==> src/rtl/alu_arbiter.sv <==
// rtl/alu_arbiter.sv - round-robin arbiter sharing one ALU between two requesters
module alu_arbiter #(
    parameter int WIDTH   = 8,
    parameter int ALU_LAT = 1
) (
    input  logic             clk,
    input  logic             rst_n,
    input  logic             req0_valid,
    output logic             req0_ready,
    input  logic [2:0]       req0_op,
    input  logic [WIDTH-1:0] req0_a,
    input  logic [WIDTH-1:0] req0_b,
    input  logic             req1_valid,
    output logic             req1_ready,
    input  logic [2:0]       req1_op,
    input  logic [WIDTH-1:0] req1_a,
    input  logic [WIDTH-1:0] req1_b,
    output logic             rsp0_valid,
    output logic             rsp1_valid,
    output logic [WIDTH-1:0] rsp_data,
    output logic [3:0]       rsp_flags,
    output logic [2:0]       alu_op,
    output logic [WIDTH-1:0] alu_a,
    output logic [WIDTH-1:0] alu_b,
    input  logic [WIDTH-1:0] alu_out,
    input  logic [3:0]       alu_flags,
    output logic             busy
);

    if (ALU_LAT < 1) begin : g_lat_check
        $error("alu_arbiter: ALU_LAT must be at least 1");
    end

    localparam int CW = $clog2(ALU_LAT + 1);

    typedef enum logic [1:0] {
        S_IDLE,
        S_WAIT,
        S_RESP
    } state_t;

    state_t        state_q;
    state_t        state_d;
    logic [CW-1:0] cnt_q;
    logic          ptr_q;     // 0: req0 has priority on a tie, 1: req1
    logic          winner_q;
    logic          gnt0;
    logic          gnt1;

    always_comb begin
        state_d = state_q;
        gnt0    = 1'b0;
        gnt1    = 1'b0;
        case (state_q)
            S_IDLE: begin
                gnt0 = req0_valid && (!req1_valid || !ptr_q);
                gnt1 = req1_valid && (!req0_valid || ptr_q);
                if (gnt0 || gnt1) begin
                    state_d = S_WAIT;
                end
            end
            S_WAIT: begin
                if (cnt_q == CW'(1)) begin
                    state_d = S_RESP;
                end
            end
            S_RESP:  state_d = S_IDLE;
            default: state_d = S_IDLE;
        endcase
    end

    // Gated with rst_n so no handshake can appear while reset is held.
    assign req0_ready = gnt0 && rst_n;
    assign req1_ready = gnt1 && rst_n;
    assign rsp0_valid = (state_q == S_RESP) && !winner_q;
    assign rsp1_valid = (state_q == S_RESP) && winner_q;
    assign busy       = (state_q != S_IDLE);

    always_ff @(posedge clk or negedge rst_n) begin
        if (!rst_n) begin
            state_q   <= S_IDLE;
            cnt_q     <= '0;
            ptr_q     <= 1'b0;
            winner_q  <= 1'b0;
            alu_op    <= '0;
            alu_a     <= '0;
            alu_b     <= '0;
            rsp_data  <= '0;
            rsp_flags <= '0;
        end else begin
            state_q <= state_d;
            if (gnt0 || gnt1) begin
                winner_q <= gnt1;
                ptr_q    <= gnt0;
                alu_op   <= gnt1 ? req1_op : req0_op;
                alu_a    <= gnt1 ? req1_a  : req0_a;
                alu_b    <= gnt1 ? req1_b  : req0_b;
                cnt_q    <= CW'(ALU_LAT);
            end
            if (state_q == S_WAIT) begin
                cnt_q <= cnt_q - CW'(1);
                if (cnt_q == CW'(1)) begin
                    rsp_data  <= alu_out;
                    rsp_flags <= alu_flags;
                end
            end
        end
    end

endmodule

==> config.mk <==
export PLATFORM = sky130hd
export DESIGN_NAME = alu_arbiter
export DESIGN_NICKNAME = d
export VERILOG_FILES = /design/src/rtl/alu_arbiter.sv
export SDC_FILE = /design/constraint.sdc
export NUM_CORES = 1
export LEC_CHECK = 0
export BUFFER_PORTS_ARGS = -buffer_cell sky130_fd_sc_hd__buf_4
export CAP_MARGIN = 10
export CORE_ASPECT_RATIO = 1.2
export CORE_UTILIZATION = 25
export DETAILED_ROUTE_END_ITERATION = 8
export MAX_ROUTING_LAYER = met4
export SLEW_MARGIN = 20
export SYNTH_ARGS = -nofsm -noshare
export SYNTH_HDL_FRONTEND = slang
export SYNTH_SLANG_ARGS = --single-unit
==> constraint.sdc <==
create_clock -name clk -period 3.4 [get_ports clk]
set_input_delay 0.68 -clock clk [delete_from_list [all_inputs] [get_ports clk]]
set_output_delay 0.68 -clock clk [all_outputs]
set_load 0.02 [all_outputs]
== Word-level counts from Yosys, hierarchy flattened ==
Index checks and enable logic that the tools add are counted.

* Register bits: 36
* Bits in latches: 0
* Bits in writable memories: 0
* Bits in read-only memories: 0
* Output and inout bits: 36
* Logic and storage cells: 43
* Memories kept: 0

* Add/subtract/negate cells: 1
* Multipliers: 0
* Div/mod/pow operators: 0
* Order comparisons: 0
* Equal/unequal tests: 4
* Shifts and indexed selects: 0
* Muxes and demuxes: 10
* Bitwise logic cells: 0
* Reductions and logical operators: 19

{| class="wikitable"
|+ Operators with widths
! cell !! count
|-
| $mux 8 || 2
|-
| $logic_and 1x1->1 || 6
|-
| $logic_not 1->1 || 4
|-
| $logic_or 1x1->1 || 4
|-
| $mux 1 || 4
|-
| $mux 2 || 2
|-
| $ne 2x2->1 const B || 2
|-
| $pmux 2 s2 || 1
|-
| $reduce_and 2->1 || 2
|-
| $reduce_bool 2->1 || 2
|-
| $mux 3 || 1
|-
| $eq 2x1->1 const B || 1
|-
| $eq 2x2->1 const B || 1
|-
| $logic_not 2->1 || 1
|-
| $sub 1x1->1 const B || 1
|}

== Logic depth before layout (Yosys ltp) ==
* Depth in word-level cells: 7
* Depth in mapped cells: 5

== Least setup slack after synthesis ==
Ideal clock, no wire load.

* Kind: in2out
* Start: input req1_valid
* End: output req1_ready
* Data arrival time: 1464 ps
* Slack: 1256 ps
* Stages on the path: 3
* Path through: nor3b_2 clkbuf_1 and3_1

* Word-level cells in the longest chain between the ends: 3

{| class="wikitable"
|+ Ends and longest elaborated chain
! item !! line !! RTL
|-
| from (decl) || 13 || <nowiki>input logic req1_valid,</nowiki>
|-
| $logic_and 1x1->1 || 57 || <nowiki>gnt1 = req1_valid && (!req0_valid || ptr_q);</nowiki>
|-
| $mux 1 || 54 || <nowiki>case (state_q)</nowiki>
|-
| $logic_and 1x1->1 || 74 || <nowiki>assign req1_ready = gnt1 && rst_n;</nowiki>
|-
| to (decl) || 14 || <nowiki>output logic req1_ready,</nowiki>
|}

No other way between the ends.

== Worst setup path in the final report ==
Ends and elaborated chain as after synthesis.

==> metrics.md <==
| Metric | Value |
|---|---|
| I/O pin cnt | `90` |
| Post-route ant nets | `0` |
| Skew final | `approximately 0.0083 ns` |
| Total power | `around 2.4 mW` |
| Synth Register Bits | `36` |
| Largest area contributor in the netlist | `dfrtp_1` |
| Final count of negative-setup-slack endpoints | `0` |
| Mapped Area | `about 1700 um2` |
| Final GP Congestion | `0.6808` |
| Cts bufs inserted | `5` |
| Crit-path cells | `buf_4 -> nor3b_2 -> and3_1 -> buf_4` |
| Hold Fails Final Rpt | `0` |
| Slowest CP cell | `nor3b_2` |
| Critical Path Sink Type | `output pin` |
| Vias | `1502` |
| First-pass GRT wire length | `slightly above 7000 um` |
| Max-cap viol count | `0` |
| Req. time, crit path | `around 2.7 ns` |
| Status | `completed` |
| Initial Utilization | `26.14%` |
| Post-CTS sizing | `0` |
| Slew HR | `around two fifths` |
| Syn_nets | `between 200 and 250` |
| Post-synth EDFFs | `0` |
| RSZ-0062 raised after global routing | `no` |
| First DRT Iteration DRCs | `63` |
| Crit path buf inv count | `2` |
| Mean Syn Cell Area | `around 11 um2` |
| CP max stage delay | `0.51 ns` |
| Top FF cell, synth | `dfrtp_1` |
| Pre-antenna DRT Iters | `4` |
| Post-DR wirelength/cell | `13.72 um` |
| CP max FO | `10` |
| Hold Path Class | `input port to asynchronous set/reset pin` |
| Synth Warn # | `0` |
| Sequential share of the synthesized area | `approximately 53%` |
| Bufs on Longest Clock Path | `2` |
| Layout cells sized above 1 | `46.91%` |
| DRC viols | `0` |
| Final period utilization | `between 60% and 70%` |
| Worst-Margin Slew | `0.9093 ns` |
| Largest net degree at the start of global routing | `24` |
| H-tree levels | `2` |
| Final period demand of the worst path | `about 2.4 ns` |
| Number of clock sinks | `36` |
| Max VDD drop | `about 0.00037 V` |
| Arrival @ worst endpoint | `1.68 ns` |
| TNS Setup | `0 ns` |
| Clock-pin slew on the worst setup and hold paths | `0.07 ns` |
| Most numerous cell in the Yosys netlist | `dfrtp_1` |
| Dominant cells by area after synthesis | `dfrtp_1 (53%), o311ai_1 (9.8%), mux2_4 (7.1%), o21ai_0 (5.9%), nand3_1 (5.6%)` |
| DIE WIDTH | `between 70 and 80 um` |
| Worst-Skew Late Latency | `0.28 ns` |
| Power Dens Cells | `between 900 and 1000 nW/um2` |
| CP Class | `input port to output pin` |
| CP most frequent cell | `buf_4` |
| ANT cells | `0` |
| TritonCTS clock tree | `built` |
| Count of pins over their slew limit | `0` |
| Design area | `between 2000 and 2500 um2` |
| Count of different cell masters after synthesis | `25` |
| Family with the most delay on the worst path | `simple AND/OR/NAND/NOR gates` |
| Core area | `roughly 6500 um2` |
| Asr flop ratio synth | `100.0%` |
| Final HPWL from detailed placement | `roughly 3300 um` |
| Layout area overhead | `47.31%` |
| Root Driver | `clkbuf_8` |
| Placed cell areas | `between 2000 and 2500 um2` |
| Chip height | `92.21 um` |
| Post-CTS Setup Inserts | `0` |
| Fmax | `roughly 420 MHz` |
| Top cells by count, synth | `dfrtp_1 (36), inv_1 (21), o21ai_0 (20)` |
| # port buffers | `89` |
| CTS Hold Buffers Added | `0` |
| Die Area | `7116 um2` |
| Initial antenna violation count | `0` |
| Gr usage total | `around 13%` |
| Rows | `32` |
| Vias in the first global route | `1513` |
| Leakage | `about 1.2 nW` |
| Layout Nets | `roughly 300` |
| Total Wirelength | `4501 um` |
| Startpoint types | `input port` |
| Via density | `around 4.6` |
| Grt ovf | `0` |
| Synth top area share | `53.14%` |
| Post-Syn Instances | `approximately 160` |
[sequential cells by signal, indices dropped and copies added, names as in the netlist]
register / flops
ptr_q: 1
rsp_flags: 4
winner_q: 1
alu_op: 3
alu_b: 8
rsp_data: 8
state_q: 2
alu_a: 8
cnt_q: 1
[metrics by stage]
| stage | std cells | utilization [%] | setup slack, ns | hold slack [ns] |
|---|---|---|---|---|
| after floorplan | 159 | - | 1.256 | 0.3844 |
| after global placement | 323 | 37.40 | 1.046 | 0.4643 |
| after detailed placement | 323 | 37.40 | 0.9814 | 0.4835 |
| after CTS | 328 | 38.46 | 1.034 | 0.2845 |
| after global routing | 328 | 38.50 | 0.9459 | 0.2906 |
| final | 328 | 38.50 | 1.036 | 0.2778 |
[metal layers]
metal	up-vias	part of all wire, %	track usage [%]
li1	732	-	-
met1	708	42	16.14
met2	57	50	21.83
met3	5	6.7	4.080
met4	0	1.1	3.774
met5	-	0	-
[report_power, final]
| group | internal (mW) | total, mW | leakage [nW] | switching [mW] |
|---|---|---|---|---|
| registers | 0.657 | 0.788 | 0.426 | 0.131 |
| logic | 0.601 | 1.29 | 0.762 | 0.693 |
| clock network | 0.132 | 0.271 | 0.0359 | 0.139 |
| total | 1.39 | 2.35 | 1.22 | 0.962 |
[cells by family (layout without fill, tap and decap cells)]
group | Yosys count | after routing | share of synthesized area [%]
DFF | 36 | 36 | 53.14
buffers and inverters | 34 | 118 | 8.782
muxes | 13 | 13 | 10.33
AOI/OAI and AO/OA | 42 | 42 | 16.75
and+or+nand+nor | 34 | 34 | 11.00
[path summary, 6_finish.rpt]
kind / depth (start not counted) / to / startpoint / slack (ns)
max in group asynchronous: 2 / alu_a[1] / rst_n / 2.60
min in group clk: 1 / ptr_q / ptr_q / 0.49
hold reg to reg: 1 / ptr_q / ptr_q / 0.49
setup / recovery: 4 / req1_ready / req1_valid / 1.04
hold / removal: 1 / alu_b[1] / rst_n / 0.28
setup reg to reg: 3 / alu_a[3] / state_q[1] / 1.33
[area by class of cell]
type / count / area [um2]
repair buffers: 92 / 690.7
clock buffers: 5 / 68.82
well taps: 85 / 106.4
flip-flops and latches: 36 / 900.9
fillers: 682 / 3989
inverters: 21 / 78.83
multi-input cells: 89 / 651.9
[cell usage in the layout, fill, tap and decap left out, drive strengths merged, types with 2 or more instances in the layout]
master / count
o311ai: 19
and2: 2
inv: 21
nor3b: 2
dfrtp: 36
mux2: 12
buf: 92
o21ai: 21
nand2: 3
nor2: 4
nand3: 19
clkbuf: 5
Power figures use the tool's default switching activity.
